**src/rtl/keys_reader.sv**
```systemverilog
// rtl/keys_reader.sv - four-key debouncer with press/release strobes and auto-repeat
// Each key runs its own FSM behind a 2-flop synchronizer; counters stop at their compare values.
module keys_reader #(
  parameter logic [31:0] DEBOUNCE_TICKS     = 32'd1_000_000,
  parameter logic [31:0] REPEAT_DELAY_TICKS = 32'd25_000_000,
  parameter logic [31:0] REPEAT_RATE_TICKS  = 32'd5_000_000
) (
  input  logic       clock,
  input  logic       reset,
  input  logic [3:0] keys_n,
  output logic [3:0] pressed,
  output logic [3:0] press_pulse,
  output logic [3:0] release_pulse,
  output logic [3:0] repeat_pulse
);

  typedef enum logic [1:0] {IDLE, DEB_PRESS, HELD, DEB_RELEASE} state_e;

  logic [3:0] sync1_q, sync2_q;

  always_ff @(posedge clock or posedge reset) begin
    if (reset) begin
      sync1_q <= 4'hF;
      sync2_q <= 4'hF;
    end else begin
      sync1_q <= keys_n;
      sync2_q <= sync1_q;
    end
  end

  for (genvar g = 0; g < 4; g++) begin : g_key
    state_e      state_q, state_d;
    logic [31:0] deb_q, deb_d;
    logic [31:0] rep_q, rep_d;
    logic [31:0] rep_cmp;
    logic        rate_phase_q, rate_phase_d;
    logic        press_q, press_d;
    logic        rel_q, rel_d;
    logic        rpt_q, rpt_d;
    logic        sample;

    assign sample = sync2_q[g];

    always_ff @(posedge clock or posedge reset) begin
      if (reset) begin
        state_q      <= IDLE;
        deb_q        <= 32'd0;
        rep_q        <= 32'd0;
        rate_phase_q <= 1'b0;
        press_q      <= 1'b0;
        rel_q        <= 1'b0;
        rpt_q        <= 1'b0;
      end else begin
        state_q      <= state_d;
        deb_q        <= deb_d;
        rep_q        <= rep_d;
        rate_phase_q <= rate_phase_d;
        press_q      <= press_d;
        rel_q        <= rel_d;
        rpt_q        <= rpt_d;
      end
    end

    always_comb begin
      state_d      = state_q;
      deb_d        = deb_q;
      rep_d        = rep_q;
      rate_phase_d = rate_phase_q;
      press_d      = 1'b0;
      rel_d        = 1'b0;
      rpt_d        = 1'b0;
      // The first repeat waits the long delay; later ones use the rate.
      rep_cmp      = rate_phase_q ? (REPEAT_RATE_TICKS - 32'd1) : (REPEAT_DELAY_TICKS - 32'd1);
      case (state_q)
        IDLE: begin
          if (!sample) begin
            state_d = DEB_PRESS;
            deb_d   = 32'd0;
          end
        end
        DEB_PRESS: begin
          if (sample) begin
            state_d = IDLE;
            deb_d   = 32'd0;
          end else if (deb_q == DEBOUNCE_TICKS - 32'd1) begin
            state_d      = HELD;
            press_d      = 1'b1;
            deb_d        = 32'd0;
            rep_d        = 32'd0;
            rate_phase_d = 1'b0;
          end else begin
            deb_d = deb_q + 32'd1;
          end
        end
        HELD: begin
          if (sample) begin
            state_d = DEB_RELEASE;
            deb_d   = 32'd0;
          end else if (REPEAT_DELAY_TICKS != 32'd0) begin
            if (rep_q == rep_cmp) begin
              rep_d        = 32'd0;
              rate_phase_d = 1'b1;
              rpt_d        = 1'b1;
            end else begin
              rep_d = rep_q + 32'd1;
            end
          end
        end
        DEB_RELEASE: begin
          // Falling back to HELD leaves the repeat counter where it froze.
          if (!sample) begin
            state_d = HELD;
            deb_d   = 32'd0;
          end else if (deb_q == DEBOUNCE_TICKS - 32'd1) begin
            state_d = IDLE;
            rel_d   = 1'b1;
            deb_d   = 32'd0;
          end else begin
            deb_d = deb_q + 32'd1;
          end
        end
        default: state_d = IDLE;
      endcase
    end

    assign pressed[g]       = (state_q == HELD) || (state_q == DEB_RELEASE);
    assign press_pulse[g]   = press_q;
    assign release_pulse[g] = rel_q;
    assign repeat_pulse[g]  = rpt_q;
  end

endmodule

```
**config.mk**
```make
export PLATFORM = sky130hd
export DESIGN_NAME = keys_reader
export DESIGN_NICKNAME = d
export VERILOG_FILES = /design/src/rtl/keys_reader.sv
export SDC_FILE = /design/constraint.sdc
export NUM_CORES = 1
export LEC_CHECK = 0
export CAP_MARGIN = 25
export CORE_AREA = 2 2 242 244
export CTS_BUF_LIST = sky130_fd_sc_hd__clkbuf_4 sky130_fd_sc_hd__clkbuf_8
export DETAILED_ROUTE_END_ITERATION = 7
export DIE_AREA = 0 0 244 246
export GPL_TIMING_DRIVEN = 0
export PLACE_DENSITY = 0.41
export SLEW_MARGIN = 0
export SYNTH_ARGS = -nofsm -noshare
export SYNTH_HDL_FRONTEND = slang
export SYNTH_SLANG_ARGS = --single-unit
```
**constraint.sdc**
```tcl
create_clock -name clock -period 11.8 [get_ports clock]
set_input_delay 1.77 -clock clock [delete_from_list [all_inputs] [get_ports clock]]
set_output_delay 1.77 -clock clock [all_outputs]
set_load 0.02 [all_outputs]
```
## Word-level counts from Yosys, hierarchy flattened

Index checks and enable logic that the tools add are counted.

- Add/sub/neg operators: 8
- Eq/ne operators: 52
- Multiplexer cells: 128
- Reductions and logical operators: 28

Operator list:

| kind | number |
|---|---|
| $mux W32 | 36 |
| $pmux W32 S4 | 4 |
| $add A32 B1 Y32 const B | 8 |
| $pmux W32 S2 | 4 |
| $eq A32 B20 Y1 const B | 4 |
| $eq A32 B25 Y1 | 4 |
| $mux W25 | 4 |
| $mux W1 | 48 |
| $mux W2 | 24 |
| $ne A2 B2 Y1 const B | 24 |
| $pmux W2 S4 | 4 |
| $reduce_and A4 Y1 | 8 |
| $ne A3 B3 Y1 const B | 8 |
| $reduce_and A5 Y1 | 4 |
| $eq A2 B2 Y1 const B | 8 |
| $eq A2 B1 Y1 const B | 4 |
| $logic_not A2 Y1 | 4 |
| $pmux W1 S2 | 4 |
| $reduce_and A2 Y1 | 4 |
| $reduce_bool A2 Y1 | 4 |
| $logic_or A1 B1 Y1 | 4 |

- Flip-flop bits (word level): 288
- Input port bits: 6
- Output and inout port bits: 16
- Logic and storage cells: 246

## Depth between registers and ports, before layout

Gate-level depths: netlist of the first run.

- Depth after elaboration: 5
- Gate-level depth with buffers: 9
- Mapped depth without buffers: 6

## Least setup slack after synthesis of the first run

OpenSTA, ideal clock, no wires.

- Path type: reg2out
- Start: reg (tool-made name)
- End: out pressed[1]
- Arrival: 818 ps
- Data required time: 10030 ps
- Path slack: 9212 ps
- Cell stages (with the launch flop): 3
- Buffers on the path: 2
- Path through: dfrtp_1 clkbuf_1 clkbuf_1

RTL lines:

| element | RTL line | source |
|---|---|---|
| to (decl) | 11 | `output logic [3:0] pressed,` |

==> results of run 1 <==
## Yosys cell counts (all sizes together), types with 45 or more instances
| library cell | n | area share |
|---|---|---|
| dfrtp | 280 | 0.41 |
| nand2 | 166 | 0.037 |
| a31oi | 154 | 0.057 |
| nand3 | 154 | 0.045 |
| clkbuf | 94 | 0.021 |
| o21ai | 92 | 0.027 |
| nor2 | 89 | 0.020 |
| nand4 | 88 | 0.032 |
| nor3 | 77 | 0.023 |
| nor4 | 68 | 0.026 |
| and3 | 67 | 0.025 |
| buf | 53 | 0.018 |
| inv | 45 | 0.0099 |
## cells by family after synthesis
family / after synthesis / synth area share
XOR/XNOR: 18 / 0.00925
multiplexers: 18 / 0.0106
buffers and inverters: 192 / 0.0490
AND/OR/NAND/NOR: 921 / 0.303
AO/OA/AOI/OAI: 490 / 0.198
adder cells (fa/ha/maj): 9 / 0.00661
flip-flops: 288 / 0.423
## where the power goes
part           internal, mW  total [mW]  switching (mW)
registers             0.999        1.01          0.0128
clock network         0.656        1.13           0.471
logic                0.0361       0.133          0.0966
## layout make-up
| class | instances | share of cell area |
|---|---|---|
| antenna | 2 | 0.000256 |
| timing repair buffer | 25 | 0.0153 |
| inverter | 45 | 0.00901 |
| sequential | 288 | 0.368 |
| clock buffer | 103 | 0.0638 |
| buffer | 147 | 0.0340 |
| multi-input combinational | 1456 | 0.459 |
| tap | 765 | 0.0489 |
| clock inverter | 3 | 0.00115 |
## flip-flops by register name, indices dropped and copies added, names as in the netlist, named ones only
register and cells:
g_key.deb_q 128, g_key.rep_q 128, g_key.press_q 4, g_key.rate_phase_q 4
g_key.rel_q 4, g_key.rpt_q 4, g_key.state_q 4, sync1_q 4
sync2_q 4
## path summary, 6_finish.rpt
check                                     startpoint                             end  slack [ns]  cells past startpoint
worst max-delay path                        register                      pressed[1]        7.87                      3
worst min-delay path            sync1_q[0]$_DFF_PP1_            sync2_q[0]$_DFF_PP1_        0.36                      0
worst max register to register  sync2_q[0]$_DFF_PP1_  g_key[0].deb_q[27]$_DFFE_PP0P_        8.95                      7
worst min register to register  sync1_q[0]$_DFF_PP1_            sync2_q[0]$_DFF_PP1_        0.36                      0
max in group asynchronous                      reset            sync2_q[2]$_DFF_PP1_        9.14                      4
min in group asynchronous                      reset  g_key[3].rep_q[15]$_DFFE_PP0P_        1.41                      2
## critical path: cells and delay by family (launching register included)
family,cells,cell delay (ns)
buf+inv,3,1.20
flops,1,0.32
## layer usage
metal	GRT usage	vias to the layer above	part of all wire
li1	-	7679	-
met1	0.247	7938	0.48
met2	0.284	392	0.45
met3	0.0294	88	0.042
met4	0.0552	0	0.024
met5	0	-	0
## stage by stage
step	utilization	area, um2	setup slack (ns)
finish	0.341	19600	7.87
global route	0.341	19600	7.70
CTS	0.341	19600	7.73
detailed placement	0.319	18300	8.35
global placement	0.317	18200	-2.95
floorplan	-	17000	2.09
==> impl_metrics.yaml, run 1 <==
clock_tree:
  cts_sinks: 288
  cts_repair_resize_count: 0
  root_buffer: "clkbuf_8"
  path_clk_slew_ns: 0.06
  holdBufCountCts: 0
  cts_buffers: 58
  clockBufferDepth: 3
  clk_latency_ns: 0.67
  h-tree-depth: 2
  cts_tree: "yes"
  cts_setup_buffers: 0
yosys:
  avgSynthCellArea_um2: 8.80
  ys_types: 80
  synth_area_um2: 17000
  synth_nets: 1951
  synth_cells: 1936
  synthFlopType: "dfrtp_1"
  synth_edf_count: 0
  synthArstFlopShare: 1.00
  synth_warnings: 0
  ys_seq_area_frac: 0.423
  ys_ff_latch: 288
power_and_ir_drop:
  powerDensity_nw_per_um2: 116
  vdd_ir_drop_max_mv: 0.0739
  power.total_mw: 2.27
  p_leak_nw: 7.55
sta:
  hold_viol: 0
  clock_skew_ns: 0.0337
  finalSetupViolCount: 0
  worst_slew_pin_slew_ns: 1.10
  relSlewSlack: 0.264
  fmax_ghz: 0.254
  fin_crit_sh: 0.333
  tns_ns: 0
  slew_viol_final: 0
  period_needed_ns: 3.93
  hold_ws_ns: 0.356
  rsz0062_at_grt: "no"
worst_setup_path:
  cp_slowest_cell: "clkdlybuf4s50_1"
  cp-start-kind: "register"
  crit_required_ns: 10.03
  arrival_ns: 2.16
  path_class: "register to primary output"
  crit_top_cell: "clkbuf_1"
  cp-end-kind: "primary output"
  critical-path-max-stage-delay_ns: 0.64
  critPathMaxFanout: 10
  cp_cell_sequence: "clkbuf_1, clkbuf_1, clkdlybuf4s50_1"
final_layout:
  stdcell_count: 2834
  register_area_um2: 7220
  multiInputGateArea_um2: 8990
  fillers: 5922
  layout-drive-gt1-share: 0.100
  final_common_cell: "dfrtp_1"
  final_cell_mix: "dfrtp_1 (280), nand2_1 (165), nand3_1 (154), a31oi_1 (154), clkbuf_1 (92)"
  nNetsFinal: 2036
  syn2layout_area_growth_pct: 14.9
floorplanning:
  fp.coreArea_um2: 57400
  initial_utilization: 0.297
  die-area_um2: 60000
  boundaryPins: 22
  die_h_um: 246
  std_cell_rows: 88
  fp.dieW_um: 244
routing:
  drtIter0Drc: 1162
  wire_per_inst_um: 18.9
  antenna_left: 0
  drtPass1Iterations: 7
  drt-total-wl_um: 53500
  vias_per_cell: 5.68
  num_vias: 16100
  drcViolationCount: 0
global_route:
  grt_use_total: 0.178
  antenna_found_initial: 1
  grt-ovfl-total: 0
  grt_max_degree: 110
  grt_pass1_wl_um: 88200
  grt_pass1_vias: 15800
place:
  dpl.hpwl_um: 35400
  place.gp.congestion: 0.850
  port_buffers: 21
  placedCellCount: 2726
run_status:
  status: "complete, no violations"
min_path:
  hp-class: "register to register"
flow_run:
  max_cap_viol_count: 0
No activity file was read; power rests on OpenSTA's default activity.
==> run 2, diff against run 1 <==
Settings changed: PLACE_DENSITY 0.41 to 0.42.
Clock period 11.8 ns to 3.6 ns, I/O delays scaled along.
==> impl_metrics.yaml, run 2 (same netlist as run 1, synthesis figures left out) <==
power_and_ir_drop:
  clkPwrFrac: 0.508
  powerDensity_nw_per_um2: 387
  p_int_mw: 5.73
  p_switching_mw: 1.92
  comb_power_share: 0.059
  vdd_ir_drop_max_mv: 0.239
  power.total_mw: 7.65
  share_seq_of_total_power: 0.433
  sw_frac_of_total: 0.251
  p_leak_nw: 7.63
routing:
  antenna_left: 0
  wire_per_inst_um: 18.8
  num_vias: 16100
  drt-total-wl_um: 53400
  drtPass1Iterations: 7
  drtIter0Drc: 1080
  vias_per_cell: 5.67
  drcViolationCount: 0
clock_tree:
  cts_tree: "yes"
  cts_setup_buffers: 0
  cts_sinks: 288
  h-tree-depth: 2
  cts_repair_resize_count: 0
  clockBufferDepth: 3
  root_buffer: "clkbuf_8"
  cts_buffers: 56
  path_clk_slew_ns: 0.06
  holdBufCountCts: 0
  clk_latency_ns: 0.64
min_path:
  hp-class: "primary input to async pin"
global_route:
  grt-ovfl-total: 0
  grt_max_degree: 39
  grt_use_total: 0.178
  grt_pass1_wl_um: 87100
  grt_pass1_vias: 15500
  antenna_found_initial: 1
final_layout:
  syn2layout_area_growth_pct: 15.8
  fin_util: 0.344
  nNetsFinal: 2041
  final_common_cell: "dfrtp_1"
  multiInputGateArea_um2: 8990
  register_area_um2: 7220
  fillers: 6019
  top_regs: "g_key.deb_q (128), g_key.rep_q (128)"
  final_cell_mix: "dfrtp_1 (280), nand2_1 (165), nand3_1 (154), a31oi_1 (154), clkbuf_1 (92)"
  design_area_um2: 19700
  layout-drive-gt1-share: 0.102
sta:
  hold_ws_ns: 0.235
  fmax_ghz: 0.330
  rsz0062_at_grt: "no"
  finalSetupViolCount: 0
  worst_slew_pin_slew_ns: 1.08
  clock_skew_ns: 0.0180
  period_needed_ns: 3.03
  fin_crit_sh: 0.841
  relSlewSlack: 0.282
  slew_viol_final: 0
  hold_viol: 0
  tns_ns: 0
worst_setup_path:
  path_class: "register to register"
  cp-end-kind: "register"
  crit_required_ns: 4.16
  reg2reg_depth: 7
  arrival_ns: 3.59
  cp-start-kind: "register"
  critPathMaxFanout: 10
run_status:
  status: "complete, no violations"
floorplanning:
  fp.coreArea_um2: 57400
  boundaryPins: 22
  die_h_um: 246
  fp.dieW_um: 244
  initial_utilization: 0.297
  std_cell_rows: 88
  die-area_um2: 60000
place:
  port_buffers: 21
  place_area_um2: 18400
  dpl.hpwl_um: 36000
  place.gp.congestion: 0.837
flow_run:
  max_cap_viol_count: 0
[run 2: layer usage]
layer  up-vias  GRT usage  share of wire
met5         -          0              0
met4         0     0.0554          0.022
met3        89     0.0244          0.044
met2       372      0.279           0.45
met1      7957      0.252           0.49
li1       7688          -              -
[run 2: final timing paths]
path / from / endpoint / slack (ns)
hold / removal: reset / g_key[3].deb_q[26]$_DFFE_PP0P_ / 0.24
hold reg to reg: sync1_q[1]$_DFF_PP1_ / sync2_q[1]$_DFF_PP1_ / 0.35
min in group clock: keys_n[1] / sync1_q[1]$_DFF_PP1_ / 0.31
max in group asynchronous: reset / sync1_q[2]$_DFF_PP1_ / 1.84
setup reg to reg: sync2_q[0]$_DFF_PP1_ / g_key[0].deb_q[27]$_DFFE_PP0P_ / 0.57
setup / recovery: sync2_q[0]$_DFF_PP1_ / g_key[0].deb_q[27]$_DFFE_PP0P_ / 0.57
[run 2: final cells by class]
| type | instances | share of cell area |
|---|---|---|
| Multi-Input combinational cell | 1456 | 0.455 |
| Sequential cell | 288 | 0.365 |
| Clock buffer | 91 | 0.0590 |
| Tap cell | 765 | 0.0485 |
| Buffer | 147 | 0.0337 |
| Timing Repair Buffer | 32 | 0.0205 |
| Inverter | 45 | 0.00874 |
| Clock inverter | 13 | 0.00836 |
| Antenna cell | 2 | 0.000253 |
[run 2: power groups by stage]
stage	clock network (mW)	registers, mW	logic (mW)
after detailed placement	0	3.37	0.461
final	3.89	3.31	0.452
after CTS	4.05	3.31	0.464
after global routing	4.19	3.32	0.510
after floorplan	0	3.36	0.288
after global placement	0	3.37	0.433
[run 2: metrics by stage]
step | std cells | setup WS, ns
floorplan | 1936 | -0.753
global placement | 2722 | -3.50
detailed placement | 2732 | 0.618
CTS | 2836 | 0.614
global route | 2839 | 0.421
finish | 2839 | 0.572
[run 2: critical path: stages, from the launching register on]
cell	delay, ns
dfstp_2	0.51
clkbuf_1	0.33
xnor2_1	0.22
nand2_1	0.14
a21oi_1	0.85
clkbuf_1	0.54
o21ai_0	0.18
a31oi_1	0.19
